$ cat config.mk
export PLATFORM = sky130hd
export DESIGN_NAME = fare_setter
export DESIGN_NICKNAME = d
export VERILOG_FILES = /design/src/rtl/fare_setter.sv
export SDC_FILE = /design/constraint.sdc
export NUM_CORES = 1
export LEC_CHECK = 0
export BUFFER_PORTS_ARGS = -buffer_cell sky130_fd_sc_hd__buf_2
export CORE_ASPECT_RATIO = 1.25
export CORE_MARGIN = 5
export CORE_UTILIZATION = 40
export CTS_CLUSTER_DIAMETER = 200
export CTS_CLUSTER_SIZE = 40
export DETAILED_ROUTE_END_ITERATION = 16
export SYNTH_ARGS = -nofsm -noshare
export SYNTH_HDL_FRONTEND = slang
export SYNTH_SLANG_ARGS = --single-unit
$ cat constraint.sdc
create_clock -name clk -period 4.38 [get_ports clk]
set_clock_uncertainty 0.15 [all_clocks]
set_input_delay 0.438 -clock clk [delete_from_list [all_inputs] [get_ports clk]]
set_output_delay 0.438 -clock clk [all_outputs]
set_load 0.005 [all_outputs]
$ cat src/rtl/fare_setter.sv
// fare_setter: operator-entry front end for the taxi meter.
// Debounces the push-buttons and runs an IDLE/EDIT state machine. The
// operator edits BCD start/unit prices one digit at a time in shadow
// registers, and the edits reach s_fee/g_fee only on commit.
// Optional feature macro: FARE_SET_DEC_EN adds btn_dec (digit decrement).
module fare_setter #(
   parameter int unsigned DEBOUNCE_CYCLES = 20000,
   parameter int unsigned TIMEOUT_CYCLES  = 50000000,
   parameter logic [15:0] S_FEE_INIT      = 16'h0008,
   parameter logic [15:0] G_FEE_INIT      = 16'h0002
) (
   input  logic        clk,
   input  logic        rst_n,
   input  logic        btn_mode,
   input  logic        btn_next,
   input  logic        btn_inc,
`ifdef FARE_SET_DEC_EN
   input  logic        btn_dec,
`endif
   output logic [15:0] s_fee,
   output logic [15:0] g_fee,
   output logic        d_m,
   output logic        edit_active,
   output logic [2:0]  cur_digit,
   output logic        fare_valid
);

`ifdef FARE_SET_DEC_EN
   localparam int unsigned NB = 4;
`else
   localparam int unsigned NB = 3;
`endif
   localparam int unsigned DW = (DEBOUNCE_CYCLES > 1) ? $clog2(DEBOUNCE_CYCLES) : 1;
   localparam int unsigned TW = (TIMEOUT_CYCLES > 1) ? $clog2(TIMEOUT_CYCLES) : 1;
   localparam int unsigned B_MODE = 0;
   localparam int unsigned B_NEXT = 1;
   localparam int unsigned B_INC  = 2;

   typedef enum logic {IDLE, EDIT} state_t;

   logic [NB-1:0] raw;
   logic [NB-1:0] sync0;
   logic [NB-1:0] sync1;
   logic [NB-1:0] level;
   logic [NB-1:0] level_q;
   logic [DW-1:0] cnt [NB];
   logic [NB-1:0] press;

   logic act_mode;
   logic act_next;
   logic act_inc;
`ifdef FARE_SET_DEC_EN
   logic act_dec;
`endif

   state_t        state;
   state_t        state_next;
   logic [31:0]   shadow;
   logic [31:0]   shadow_next;
   logic [2:0]    digit_next;
   logic [TW-1:0] tmo_cnt;
   logic [TW-1:0] tmo_next;
   logic [15:0]   s_next;
   logic [15:0]   g_next;
   logic          fv_next;
   logic          dm_next;
   logic          ea_next;
   logic [4:0]    nib_lsb;
   logic [3:0]    nib;

`ifdef FARE_SET_DEC_EN
   assign raw = {btn_dec, btn_inc, btn_next, btn_mode};
`else
   assign raw = {btn_inc, btn_next, btn_mode};
`endif

   // BCD digit increment, wrapping 9->0; illegal codes clear to 0
   function automatic logic [3:0] inc_bcd(input logic [3:0] n);
      return (n < 4'd9) ? n + 4'd1 : 4'd0;
   endfunction

`ifdef FARE_SET_DEC_EN
   // BCD digit decrement, wrapping 0->9; illegal codes clear to 0
   function automatic logic [3:0] dec_bcd(input logic [3:0] n);
      if (n == 4'd0)
         return 4'd9;
      else if (n <= 4'd9)
         return n - 4'd1;
      else
         return 4'd0;
   endfunction
`endif

   // Synchronize each button, then accept a level after it is stable long enough
   always_ff @(posedge clk or negedge rst_n) begin
      if (!rst_n) begin
         sync0   <= '0;
         sync1   <= '0;
         level   <= '0;
         level_q <= '0;
         for (int i = 0; i < int'(NB); i++) cnt[i] <= '0;
      end else begin
         sync0   <= raw;
         sync1   <= sync0;
         level_q <= level;
         for (int i = 0; i < int'(NB); i++) begin
            if (sync1[i] == level[i]) begin
               cnt[i] <= '0;
            end else if (cnt[i] == DW'(DEBOUNCE_CYCLES - 1)) begin
               level[i] <= sync1[i];
               cnt[i]   <= '0;
            end else begin
               cnt[i] <= cnt[i] + DW'(1);
            end
         end
      end
   end

   // Rising edge of the accepted level is a press; mode > next > inc > dec
   always_comb begin
      press    = level & ~level_q;
      act_mode = press[B_MODE];
      act_next = press[B_NEXT] & ~press[B_MODE];
      act_inc  = press[B_INC] & ~press[B_NEXT] & ~press[B_MODE];
`ifdef FARE_SET_DEC_EN
      act_dec  = press[3] & ~press[B_INC] & ~press[B_NEXT] & ~press[B_MODE];
`endif
   end

   // Digit 0 is the most significant nibble of the {s,g} shadow word
   assign nib_lsb = {~cur_digit, 2'b00};
   assign nib     = shadow[nib_lsb +: 4];

   // Next-state and next-output logic for the edit machine
   always_comb begin
      state_next  = state;
      shadow_next = shadow;
      digit_next  = cur_digit;
      tmo_next    = tmo_cnt;
      s_next      = s_fee;
      g_next      = g_fee;
      fv_next     = 1'b0;
      case (state)
         IDLE: begin
            tmo_next = '0;
            if (act_mode) begin
               shadow_next = {s_fee, g_fee};
               digit_next  = 3'd0;
               state_next  = EDIT;
            end
         end
         EDIT: begin
            tmo_next = '0;
            if (act_mode) begin
               s_next     = shadow[31:16];
               g_next     = shadow[15:0];
               fv_next    = 1'b1;
               state_next = IDLE;
            end else if (act_next) begin
               digit_next = cur_digit + 3'd1;
            end else if (act_inc) begin
               shadow_next[nib_lsb +: 4] = inc_bcd(nib);
`ifdef FARE_SET_DEC_EN
            end else if (act_dec) begin
               shadow_next[nib_lsb +: 4] = dec_bcd(nib);
`endif
            end else if (tmo_cnt == TW'(TIMEOUT_CYCLES - 1)) begin
               state_next = IDLE;
            end else begin
               tmo_next = tmo_cnt + TW'(1);
            end
         end
         default: begin
            state_next = IDLE;
            tmo_next   = '0;
         end
      endcase
      dm_next = (state_next == IDLE);
      ea_next = (state_next == EDIT);
   end

   // State, shadow and registered output update
   always_ff @(posedge clk or negedge rst_n) begin
      if (!rst_n) begin
         state       <= IDLE;
         shadow      <= {S_FEE_INIT, G_FEE_INIT};
         tmo_cnt     <= '0;
         s_fee       <= S_FEE_INIT;
         g_fee       <= G_FEE_INIT;
         d_m         <= 1'b1;
         edit_active <= 1'b0;
         cur_digit   <= 3'd0;
         fare_valid  <= 1'b0;
      end else begin
         state       <= state_next;
         shadow      <= shadow_next;
         tmo_cnt     <= tmo_next;
         s_fee       <= s_next;
         g_fee       <= g_next;
         d_m         <= dm_next;
         edit_active <= ea_next;
         cur_digit   <= digit_next;
         fare_valid  <= fv_next;
      end
   end

endmodule

==> flow_metrics.env <==
export IMPL_final_antenna_net_count=0
export IMPL_timing_final_ws_setup_ps=1100
export IMPL_seqCellArea_sq_um=3830
export IMPL_gp_congestion=0.856
export IMPL_report_final_setup_viol=0
export IMPL_clock_sinks=153
export IMPL_hold_class="input port to asynchronous set/reset pin"
export IMPL_start_util_pct=40.2
export IMPL_timing_setup_tns_ps=0
export IMPL_vias=5149
export IMPL_dieArea_sq_um=20900
export IMPL_clockBufferDepth=2
export IMPL_path_common_cell="ha_1"
export IMPL_syn_nets=681
export IMPL_hpwlAfterDp_um=11100
export IMPL_place_port_buffers=42
export IMPL_area_growth_pct=15.4
export IMPL_synth_area_leaders="dfrtp_1, mux2_2, nor2_1"
export IMPL_crit_buf_inv=0
export IMPL_ys_types=55
export IMPL_synth_edf_count=0
export IMPL_design_area_sq_um=8340
export IMPL_multiInputGateArea_sq_um=3210
export IMPL_grt_setup_unrepaired="no"
export IMPL_finalHoldViolations=0
export IMPL_wire_per_inst_um=16.9
export IMPL_yosysSeqAreaShare_pct=53.1
export IMPL_status="finished clean"
export IMPL_post_cts_buffers=0
export IMPL_first_pass_iters=4
export IMPL_die_h_um=160
export IMPL_cpLargestDelayFamily="simple AND/OR/NAND/NOR gates"
export IMPL_path_clk_slew_ps=60
export IMPL_antenna_found_initial=0
export IMPL_end_kind="register"
export IMPL_grt_pass1_vias=5504
export IMPL_maxSlewViolCount=0
export IMPL_synth_area_sq_um=7230
export IMPL_syn_avg_cell_area_sq_um=10.9
export IMPL_core_area_sq_um=18000
export IMPL_cts_htree_levels=4
export IMPL_peakVddDrop_mv=0.256
export IMPL_synth_top_cell_area_share_pct=51.2
export IMPL_worstSetupPathType="register to register"
export IMPL_start_kind="register"
export IMPL_drtIter0Drc=217
export IMPL_crit_chain="ha_1 -> ha_1 -> nand2b_1 -> nor4b_1 -> nand2_1 -> nor2_1 -> a211oi_1"
export IMPL_dpl_instance_area_sq_um=7660
export IMPL_nFillCells=1657
export IMPL_fin_nets=726
export IMPL_cp_data_arrival_time_ps=3410
export IMPL_tightestPinTransition_ps=1080
export IMPL_fin_util_pct=46.4
export IMPL_p_leak_uw=0.00368
export IMPL_postSynthCellCount=666
export IMPL_slowest_delay_ps=880
export IMPL_yosysWarnings=0
export IMPL_grt_total_usage_pct=16.4
export IMPL_synthArstFlopShare_pct=100
export IMPL_worstPathMaxFanout=23
export IMPL_fin_crit_ps=3280
export IMPL_dp_slack_ps=1180
export IMPL_max_clock_freq_ghz=0.305
export IMPL_drive_above_1_share_pct=18.6
export IMPL_min_period_over_period_pct=74.8
export IMPL_finalWirelength_um=16100
export IMPL_synth_largest_area_cell="dfrtp_1"
export IMPL_cts_buffers=17
export IMPL_maxCapViolations=0
export IMPL_cts_root_buf="clkbuf_16"
export IMPL_route_detailed_drc=0
export IMPL_grt_pass1_wl_um=27300
export IMPL_ys_ff_latch=153
export IMPL_cp_required_ps=4510
export IMPL_critPathSlowestCell="nor4b_1"
export IMPL_yosys_most_used_dff="dfrtp_1"
export IMPL_grt_max_degree=123
export IMPL_relSlewSlack_pct=27.2
export IMPL_powerDensity_nw_per_um2=371
export IMPL_viasPerCell=5.41
export IMPL_grt_remaining_overflow=0
export IMPL_cts_tree="yes"
export IMPL_ioPinCount=43
export IMPL_rows=55
export IMPL_antenna_cells=0
export IMPL_chipWidth_um=130
export IMPL_insertion_delay_ps=420
-- where the power goes --
group / leakage [uW] / switching (uW) / internal (uW)
logic: 0.00129 / 39.1 / 12.0
registers: 0.00210 / 7.83 / 1420
clock network: 0.000299 / 595 / 1010
total: 0.00368 / 641 / 2450
-- registers in the layout (all words and copies together), names as in the netlist, 16 cells and up --
| register | count |
|---|---|
| cnt | 45 |
| shadow | 32 |
| tmo_cnt | 26 |
| g_fee | 16 |
| s_fee | 16 |
-- per-stage QoR --
step | hold slack, ps | total power [uW] | instances
4_1_cts | 99.3 | 3130 | 952
3_5_place_dp | 187 | 1510 | 917
6_report | 41.1 | 3090 | 952
3_3_place_gp | 183 | 1510 | 917
2_1_floorplan | -7.59 | 1470 | 666
5_1_grt | 135 | 3210 | 952
-- repair_timing --
item,4_1_cts,5_1_grt
hold endpoints to repair,3,0
gates resized for setup,0,0
hold buffers,3,0
-- worst paths after layout --
path | endpoint | slack [ps] | from | cells after the start
worst max-delay path | shadow[18] | 1100 | cur_digit[0] | 7
worst min-delay path | s_fee[7] | 40 | rst_n | 1
worst max register to register | shadow[18] | 1100 | cur_digit[0] | 7
worst min register to register | sync1[0] | 200 | sync0[0] | 0
max in group asynchronous | d_m | 2950 | rst_n | 2
min in group clk | sync1[0] | 200 | sync0[0] | 0
-- layout make-up --
type / count / share of cell area (%)
flip-flops and latches: 153 / 46.0
multi-input cells: 471 / 38.5
clock buffers: 18 / 5.15
repair buffers: 51 / 3.50
well taps: 228 / 3.42
clock inverters: 14 / 2.67
inverters: 17 / 0.765
-- worst reg2reg max path: stages (launching register included) --
cell and delay, ps:
dfrtp_1 720, ha_1 400, ha_1 340, nand2b_1 90
nor4b_1 880, nand2_1 180, nor2_1 250, a211oi_1 130
-- synth_stat cells (4+ instances only) --
| library cell | number |
|---|---|
| a211oi_1 | 4 |
| a21oi_1 | 8 |
| a22o_1 | 14 |
| a22oi_1 | 9 |
| a31oi_1 | 12 |
| and3_1 | 9 |
| and4_1 | 5 |
| buf_2 | 6 |
| clkbuf_1 | 15 |
| dfrtp_1 | 148 |
| dfstp_2 | 5 |
| ha_1 | 10 |
| inv_1 | 16 |
| mux2_2 | 36 |
| mux2i_1 | 8 |
| nand2_1 | 37 |
| nand2b_1 | 6 |
| nand3_1 | 23 |
| nand4_1 | 18 |
| nor2_1 | 92 |
| nor2b_1 | 7 |
| nor3_1 | 22 |
| nor4_1 | 6 |
| nor4b_1 | 6 |
| o21ai_0 | 24 |
| o22ai_1 | 13 |
| or2_2 | 4 |
| or3_1 | 5 |
| xnor2_1 | 35 |
| xor2_1 | 31 |
-- kinds of logic (layout without fill, tap and decap cells) --
kind of cell / Yosys count / count (layout) / share of synthesized area [%]
simple gates: 246 / 246 / 16.5
flops: 153 / 153 / 53.1
compound gates: 100 / 100 / 9.80
xor+xnor: 66 / 66 / 8.00
mux: 49 / 49 / 8.38
buf+inv: 42 / 100 / 2.49
fa+ha+maj: 10 / 10 / 1.73
-- per-layer routing --
layer	wire length, um	vias up	global-route usage (%)
li1	-	2470	-
met1	6620	2535	19.5
met2	8500	114	28.5
met3	637	30	3.71
met4	371	0	6.24
met5	0	-	0
-- cells in the final DEF (no fill, tap or decap), types with 13 or more instances in the layout --
cell / instances
dfrtp_1: 148
nor2_1: 92
buf_2: 41
nand2_1: 37
mux2_2: 36
xnor2_1: 35
xor2_1: 31
o21ai_0: 24
nand3_1: 23
nor3_1: 22
nand4_1: 18
clkbuf_16: 17
inv_1: 16
a22o_1: 14
o22ai_1: 13
Note: power is estimated with default switching activity, not from simulation.
